**config.mk**
```make
export PLATFORM = sky130hd
export DESIGN_NAME = clk_div_gen
export DESIGN_NICKNAME = d
export VERILOG_FILES = /design/src/rtl/clk_div_gen.sv
export SDC_FILE = /design/constraint.sdc
export NUM_CORES = 1
export LEC_CHECK = 0
export BUFFER_PORTS_ARGS = -buffer_cell sky130_fd_sc_hd__buf_2
export CORE_MARGIN = 2
export CORE_UTILIZATION = 60
export CTS_CLUSTER_SIZE = 25
export DETAILED_ROUTE_END_ITERATION = 6
export MAX_ROUTING_LAYER = met4
export PLACE_DENSITY = 0.86
export SETUP_SLACK_MARGIN = 0.4
export SLEW_MARGIN = 20
export SYNTH_ARGS = -nofsm -noshare
export SYNTH_HDL_FRONTEND = slang
export SYNTH_SLANG_ARGS = --single-unit
```
**constraint.sdc**
```tcl
create_clock -name clock_in -period 10 [get_ports clock_in]
set_input_delay 2.5 -clock clock_in [delete_from_list [all_inputs] [get_ports clock_in]]
set_output_delay 2.5 -clock clock_in [all_outputs]
set_load 0.05 [all_outputs]
```
**src/rtl/clk_div_gen.sv**
```systemverilog
// clk_div_gen: programmable clock divider gated by PLL lock qualification.
// Produces a registered divided clock (clock_out) and a period-start pulse
// (tick) once pll_locked has been stable for LOCK_CYCLES cycles. A new
// period/high-time pair is taken through a one-deep pending register and
// applied only at a period boundary, so output pulses are never truncated.
// Optional: define CLKDIV_PERIOD_COUNT_EN to add the 16-bit period_count output.
//
// state   | meaning
// --------+------------------------------------------------------------
// ST_QUAL | waiting for pll_locked to stay high LOCK_CYCLES cycles
// ST_RUN  | lock qualified, divider running (active=1)

module clk_div_gen #(
  parameter int WIDTH        = 8,
  parameter int DEFAULT_DIV  = 9,
  parameter int DEFAULT_HIGH = 4,
  parameter int LOCK_CYCLES  = 16
) (
  input  logic             clock_in,
  input  logic             reset,
  input  logic             pll_locked,
  input  logic             cfg_valid,
  output logic             cfg_ready,
  input  logic [WIDTH-1:0] cfg_div,
  input  logic [WIDTH-1:0] cfg_high,
  output logic             clock_out,
  output logic             tick,
  output logic             active
`ifdef CLKDIV_PERIOD_COUNT_EN
  ,
  output logic [15:0]      period_count
`endif
);

  localparam int LW = $clog2(LOCK_CYCLES + 1);
  localparam logic [LW-1:0]    LOCK_MAX = LW'(LOCK_CYCLES);
  localparam logic [WIDTH-1:0] MIN_DIV  = WIDTH'(2);
  localparam logic [WIDTH-1:0] DEF_DIV  = WIDTH'(DEFAULT_DIV);
  localparam logic [WIDTH-1:0] DEF_HIGH = WIDTH'(DEFAULT_HIGH);

  typedef enum logic {ST_QUAL = 1'b0, ST_RUN = 1'b1} state_t;

  state_t           state, state_nxt;
  logic [LW-1:0]    lock_cnt;
  logic [WIDTH-1:0] cnt, cnt_nxt;
  logic [WIDTH-1:0] div_act, high_act, div_nxt, high_nxt;
  logic [WIDTH-1:0] pend_div, pend_high;
  logic [WIDTH-1:0] cfg_div_c, cfg_high_c;
  logic             pend_vld;
  logic             run_nxt, wrap, apply;

  assign active = (state == ST_RUN);

  // Lock qualification counter: any low cycle restarts qualification.
  always_ff @(posedge clock_in or posedge reset) begin
    if (reset) begin
      lock_cnt <= '0;
    end else if (!pll_locked) begin
      lock_cnt <= '0;
    end else if (lock_cnt != LOCK_MAX) begin
      lock_cnt <= lock_cnt + 1'b1;
    end
  end

  // State register.
  always_ff @(posedge clock_in or posedge reset) begin
    if (reset) state <= ST_QUAL;
    else       state <= state_nxt;
  end

  // Next state, counter update and config-apply decision.
  always_comb begin
    state_nxt = state;
    case (state)
      ST_QUAL: if (pll_locked && lock_cnt == LOCK_MAX) state_nxt = ST_RUN;
      ST_RUN:  if (!pll_locked) state_nxt = ST_QUAL;
      default: state_nxt = ST_QUAL;
    endcase
    run_nxt  = (state_nxt == ST_RUN);
    wrap     = active && (cnt == div_act - 1'b1);
    apply    = pend_vld && (!active || wrap);
    div_nxt  = apply ? pend_div  : div_act;
    high_nxt = apply ? pend_high : high_act;
    if (!run_nxt || !active || wrap) cnt_nxt = '0;
    else                             cnt_nxt = cnt + 1'b1;
  end

  // Clamp an offered config so the period is at least 2 and high < period.
  always_comb begin
    cfg_div_c  = (cfg_div < MIN_DIV) ? MIN_DIV : cfg_div;
    cfg_high_c = (cfg_high >= cfg_div_c) ? (cfg_div_c - 1'b1) : cfg_high;
  end

  // Divider counter and registered outputs, computed from next-cycle values.
  always_ff @(posedge clock_in or posedge reset) begin
    if (reset) begin
      cnt       <= '0;
      clock_out <= 1'b0;
      tick      <= 1'b0;
    end else begin
      cnt       <= cnt_nxt;
      clock_out <= run_nxt && (cnt_nxt >= div_nxt - high_nxt);
      tick      <= run_nxt && (cnt_nxt == '0);
    end
  end

  // Config handshake: capture into pending, apply only at a period boundary.
  always_ff @(posedge clock_in or posedge reset) begin
    if (reset) begin
      div_act   <= DEF_DIV;
      high_act  <= DEF_HIGH;
      pend_div  <= '0;
      pend_high <= '0;
      pend_vld  <= 1'b0;
      cfg_ready <= 1'b1;
    end else if (apply) begin
      div_act   <= pend_div;
      high_act  <= pend_high;
      pend_vld  <= 1'b0;
      cfg_ready <= 1'b1;
    end else if (cfg_valid && cfg_ready) begin
      pend_div  <= cfg_div_c;
      pend_high <= cfg_high_c;
      pend_vld  <= 1'b1;
      cfg_ready <= 1'b0;
    end
  end

`ifdef CLKDIV_PERIOD_COUNT_EN
  // Completed-period counter, saturating, cleared whenever the divider stops.
  always_ff @(posedge clock_in or posedge reset) begin
    if (reset) begin
      period_count <= '0;
    end else if (!run_nxt) begin
      period_count <= '0;
    end else if (wrap && period_count != 16'hFFFF) begin
      period_count <= period_count + 16'd1;
    end
  end
`endif

endmodule

```
==> results.ini, run 1 <==
[outcome]
status = finished clean

[global_route]
grt_overflow_total = 0
grt_start_max_net_pins = 51
grt.total_usage_pct = 22.7
antenna_found_initial = 0
grt_pass1_vias = 2240
grt_pass1_wl_um = 10400

[yosys]
yosys_warnings = 0
synth_flop_cell = dfrtp_1
ys_seq_area_share_pct = 39.3
synth_edf_count = 0
synthCells = 304
async_flop_share_pct = 100
synth_area_sq_mm = 0.00319
synth_fp_nets = 353
ys_types = 50
avgSynthCellArea_sq_um = 10.5
ys_ff_latch = 50

[floorplan]
row_count = 26
die_w_um = 77.0
die_h_um = 77.0
boundaryPins = 24
initial_utilization_pct = 62.5
core-area_sq_mm = 0.00511
die_area_sq_mm = 0.00592

[sta]
timing.final.ws_setup_ns = 4.14
tightestPinTransition_ns = 1.01
timing.clock.skew_ns = 0.0101
setup_tns_ns = 0
finalSetupViolCount = 0
rsz0062_at_grt = no
slew_viol_final = 0
hold_viol_final = 0
layout_worst_path_cycle_share_pct = 58.6
fmax_mhz = 171
min_period_ns = 5.86
relSlewSlack_pct = 32.5
hold_ws_ns = 0.504

[setup_path]
cp_data_required_time_ns = 10.21
critPathCapture = pend_high[4]
end_kind = register
setup.worst_path.start = cfg_div[2]
path_max_fanout = 8
critPathArrivalTime_ns = 6.06
regToRegEndpoint = clock_out
critPathKind = input pin to register
r2r_slack_ns = 5.02
startpoint_type = input pin
r2r_start = div_act[1]
reg2reg_depth = 20

[drt]
drt_first_iter_violations = 101
drt_wl_total_um = 5810
routedWlPerCell_um = 14.7
viasPerCell = 5.59
vias = 2208
drc = 0
ant_nets = 0
dr.pass1.iters = 4

[placement]
pre_cts_slack_ns = 3.89
numPortBuffers = 23
placed_cell_area_sq_mm = 0.00333
place_congestion = 0.943
dp_hpwl_um = 4430

[power_and_ir_drop]
leakagePower_nw = 1.68
vdd_ir_drop_max_mv = 0.135
powerDensity_mw_per_mm2 = 268

[clocking]
cts_buffers = 5
clock-sinks = 50
cts_tree = done
ctsResizeCount = 0
cts.htree.levels = 2
path_clk_slew_ns = 0.10
clock_latency_ns = 0.31
clockBufferDepth = 2
post_cts_buffers = 0
ctsHoldBuffers = 0
root_buffer = clkbuf_8

[finish]
diodes = 0
fin_util_pct = 67.6
fin_area_sq_mm = 0.00345
drive_gt1_share_pct = 20.6
fin_nets = 373
final_cell_mix = dfrtp_1, inv_1, ha_1
final_common_cell = dfrtp_1
synthToLayoutAreaGrowth_pct = 8.11

[job]
maxCapViolations = 0

[min_path]
hold_class = register to register

power breakdown:
part | internal [mW] | switching [mW]
Sequential | 0.275 | 0.0532
Combinational | 0.227 | 0.221
Clock | 0.0762 | 0.0712
layer usage:
metal	part of all wire [%]	global-route usage [%]	wire length, um	vias up
li1	-	-	-	1091
met1	47	29.7	2700	1054
met2	48	36.1	2780	47
met3	3.7	3.65	215	16
met4	1.9	7.45	108	0
met5	0	-	0	-
critical path, cell delays in order:
cell	delay (ns)
buf_2	0.13
nor4_1	0.55
nand3_1	0.20
o21ai_0	0.29
inv_1	0.13
ha_1	0.28
nand2b_1	0.14
a211oi_1	0.29
o21ai_0	0.16
a211o_1	0.30
o21ai_1	0.43
mux2_2	0.42
mux2_4	0.26
cell usage after synthesis (all sizes together) (3+ instances only):
cell type	n	area share [%]
a21o	6	1.4
a21oi	6	0.94
and3	3	0.74
buf	5	1.4
clkbuf	5	0.59
dfrtp	46	36
dfstp	4	3.3
ha	28	11
inv	30	3.5
mux2	27	10
mux2i	13	4.1
nand2	9	1.1
nand2b	4	0.78
nand3	9	1.4
nand4	3	0.59
nor2	24	2.8
nor2b	3	0.59
nor3	7	1.3
o21ai	11	1.7
xnor2	17	4.7
xor2	17	4.7
state kept, by name, summed over array words and instances (netlist names):
signal and count:
pend_div 8, active 1, cfg_ready 1, lock_cnt 5, div_act 8, pend_high 8
clock_out 1, high_act 8, pend_vld 1, cnt 8, tick 1
layout make-up:
type,instances,area [sq um]
Clock inverter,3,48.8
Clock buffer,5,68.8
Sequential cell,50,1260
Tap cell,70,87.6
Timing Repair Buffer,23,115
Fill cell,387,1660
Multi-Input combinational cell,214,1760
Inverter,30,114
cells by family (layout without fill, tap and decap cells):
| group | count (synthesis) | after routing | share of synthesized area, % |
|---|---|---|---|
| compound gates | 38 | 38 | 7.92 |
| xor+xnor | 34 | 34 | 9.33 |
| fa+ha+maj | 29 | 29 | 11.6 |
| buf+inv | 40 | 61 | 5.49 |
| flops | 50 | 50 | 39.3 |
| mux | 40 | 40 | 14.4 |
| simple gates | 73 | 73 | 11.9 |
worst min-delay path by stage:
stage / start / endpoint / slack (ns) / cells after the start
2_1_floorplan: high_act[5] / high_act[5] / 0.46 / 2
3_3_place_gp: cfg_ready / cfg_ready / 0.48 / 2
3_5_place_dp: high_act[3] / high_act[3] / 0.49 / 2
4_1_cts: high_act[6] / high_act[6] / 0.51 / 2
5_1_grt: high_act[6] / high_act[6] / 0.54 / 2
6_report: high_act[6] / high_act[6] / 0.50 / 2
stage by stage:
step                      total power, mW  std cells
after floorplan                     0.682        304
after global routing                 1.01        395
after global placement              0.757        387
final                               0.924        395
after CTS                           0.931        395
after detailed placement            0.781        387
Power figures use the tool's default switching activity.
==> run 2, diff against run 1 <==
==> constraint.sdc (replaced) <==
create_clock -name clock_in -period 5.7 [get_ports clock_in]
set_input_delay 1.425 -clock clock_in [delete_from_list [all_inputs] [get_ports clock_in]]
set_output_delay 1.425 -clock clock_in [all_outputs]
set_load 0.05 [all_outputs]
==> results.ini, run 2 (synthesis gave the netlist of run 1 again) <==
[setup_path]
startpoint_type = register  ; was input pin
max_stage_delay_ns = 0.49  ; was 0.55 ns
critPathKind = register to register  ; was input pin to register
r2r_slack_ns = 0.88  ; was 5.02 ns
reg2reg_depth = 19  ; was 20
path_max_fanout = 14  ; was 8
r2r_start = div_act[1]  ; unchanged
end_kind = register  ; unchanged
regToRegEndpoint = clock_out  ; unchanged
cp_common_cell = ha_1  ; was o21ai_0
cp_data_required_time_ns = 5.90  ; was 10.21 ns
cp_cell_sequence = inv_1 -> ha_1 -> or3b_2 -> nor3_1 -> xnor2_1 -> nand4_1 -> o32a_1 -> buf_4 -> mux2_2 -> ha_1 -> o21ai_0 -> nand2b_1 -> a21o_1 -> a2111oi_0 -> nor3_1 -> xnor2_1 -> ha_1 -> o21ai_0 -> a21oi_1  ; was buf_2 -> nor4_1 -> nand3_1 -> o21ai_0 -> inv_1 -> ha_1 -> nand2b_1 -> a211oi_1 -> o21ai_0 -> a211o_1 -> o21ai_1 -> mux2_2 -> mux2_4
setup.worst_path.start = div_act[1]  ; was cfg_div[2]
cpMaxStageDelayCell = o32a_1  ; was nor4_1
critPathArrivalTime_ns = 5.02  ; was 6.06 ns

[finish]
fin_cells = 396  ; was 395
fin_nets = 374  ; was 373
diodes = 0  ; unchanged
fill_cells = 393  ; was 387
fin_area_sq_mm = 0.00346  ; was 0.00345 sq mm
drive_gt1_share_pct = 20.9  ; was 20.6%
final_common_cell = dfrtp_1  ; unchanged
fin_util_pct = 67.7  ; was 67.6%
final_cell_mix = dfrtp_1, inv_1, ha_1  ; unchanged
synthToLayoutAreaGrowth_pct = 8.23  ; was 8.11%

[drt]
drt_first_iter_violations = 92  ; was 101
drt_wl_total_um = 5970  ; was 5810 um
routedWlPerCell_um = 15.1  ; was 14.7 um
vias = 2234  ; was 2208
viasPerCell = 5.64  ; was 5.59
ant_nets = 0  ; unchanged
dr.pass1.iters = 4  ; unchanged
drc = 0  ; unchanged

[sta]
finalSetupViolCount = 0  ; unchanged
rsz0062_at_grt = no  ; unchanged
setup_tns_ns = 0  ; unchanged
hold_viol_final = 0  ; unchanged
timing.final.ws_setup_ns = 0.881  ; was 4.14 ns
hold_ws_ns = 0.509  ; was 0.504 ns
relSlewSlack_pct = 43.8  ; was 32.5%
layout_worst_path_cycle_share_pct = 84.5
slew_viol_final = 0  ; unchanged
min_period_ns = 4.82
fmax_mhz = 208
timing.clock.skew_ns = 0.00881  ; was 0.0101 ns
tightestPinTransition_ns = 0.832  ; was 1.01 ns

[floorplan]
initial_utilization_pct = 62.5  ; unchanged
row_count = 26  ; unchanged
core-area_sq_mm = 0.00511  ; unchanged
boundaryPins = 24  ; unchanged
die_h_um = 77.0  ; unchanged
die_w_um = 77.0  ; unchanged
die_area_sq_mm = 0.00592  ; unchanged

[placement]
pre_cts_slack_ns = 0.799  ; was 3.89 ns
dp_hpwl_um = 4670  ; was 4430 um
numPortBuffers = 23  ; unchanged
placed_cell_area_sq_mm = 0.00334  ; was 0.00333 sq mm
dp_cells = 388  ; was 387
place_congestion = 0.973  ; was 0.943

[clocking]
ctsHoldBuffers = 0  ; unchanged
root_buffer = clkbuf_8  ; unchanged
clock-sinks = 50  ; unchanged
post_cts_buffers = 0  ; unchanged
cts.htree.levels = 2  ; unchanged
cts_tree = done  ; unchanged
path_clk_slew_ns = 0.09  ; was 0.10 ns
clockBufferDepth = 2  ; unchanged
ctsResizeCount = 0  ; unchanged
cts_buffers = 5  ; unchanged
clock_latency_ns = 0.31  ; about the same

[min_path]
hp-start = cfg_ready  ; was high_act[6]
worstHoldPathCells = 2  ; unchanged
hold_class = register to register  ; unchanged
min_to = cfg_ready  ; was high_act[6]

[power_and_ir_drop]
vdd_ir_drop_max_mv = 0.193  ; was 0.135 mV
powerDensity_mw_per_mm2 = 469  ; was 268 mW/mm^2
power_mw = 1.62  ; was 924 uW
leakagePower_nw = 1.68  ; about the same

[global_route]
grt_pass1_wl_um = 10500  ; was 10400 um
grt_overflow_total = 0  ; unchanged
grt.total_usage_pct = 22.8  ; was 22.7%
grt_start_max_net_pins = 51  ; unchanged
grt_pass1_vias = 2362  ; was 2240
antenna_found_initial = 0  ; unchanged

[outcome]
status = finished clean  ; unchanged

[job]
maxCapViolations = 0  ; unchanged

## run 2: changes by cell type in the layout (fill, tap and decap cells not counted), sizes merged
cell      delta
clkinvlp     +1
buf          +1
inv          -1
## run 2: worst max-delay path, delay by kind of cell, from the launching register on
family | cells | cell delay [ns]
simple gates | 5 | 1.08
flops | 1 | 0.45
xor+xnor | 2 | 0.39
buf+inv | 2 | 0.34
compound gates | 6 | 1.42
fa+ha+maj | 3 | 0.73
mux | 1 | 0.30
## run 2: where the power goes
part,switching [mW],internal (mW)
logic,0.398,0.402
registers,0.0926,0.482
clock network,0.115,0.130
total,0.606,1.01
## run 2: final cells by class
cell class	instances	area, sq um	area share [%]
multi-input combinational	214	1760	51.0
sequential	50	1260	36.4
timing repair buffer	24	123	3.55
inverter	30	114	3.29
tap	70	87.6	2.53
clock buffer	5	68.8	1.99
clock inverter	3	45.0	1.30
## run 2: worst max-delay path by stage
| stage | end | cells past startpoint | slack [ns] |
|---|---|---|---|
| detailed placement | pend_high[4] | 13 | 0.80 |
| global placement | pend_high[6] | 13 | 0.94 |
| floorplan | pend_high[2] | 12 | 1.30 |
| global route | clock_out | 19 | 0.55 |
| finish | clock_out | 19 | 0.88 |
| CTS | clock_out | 19 | 0.86 |
## run 2: per-layer routing
metal  wire (um)  track usage [%]  vias up  share of wire, %
met1        2660             27.9     1070                44
met5           0                -        -                 0
li1            -                -     1093                 -
met3         244             3.65       12               4.1
met2        2940             37.9       59                49
met4         125             8.73        0               2.1
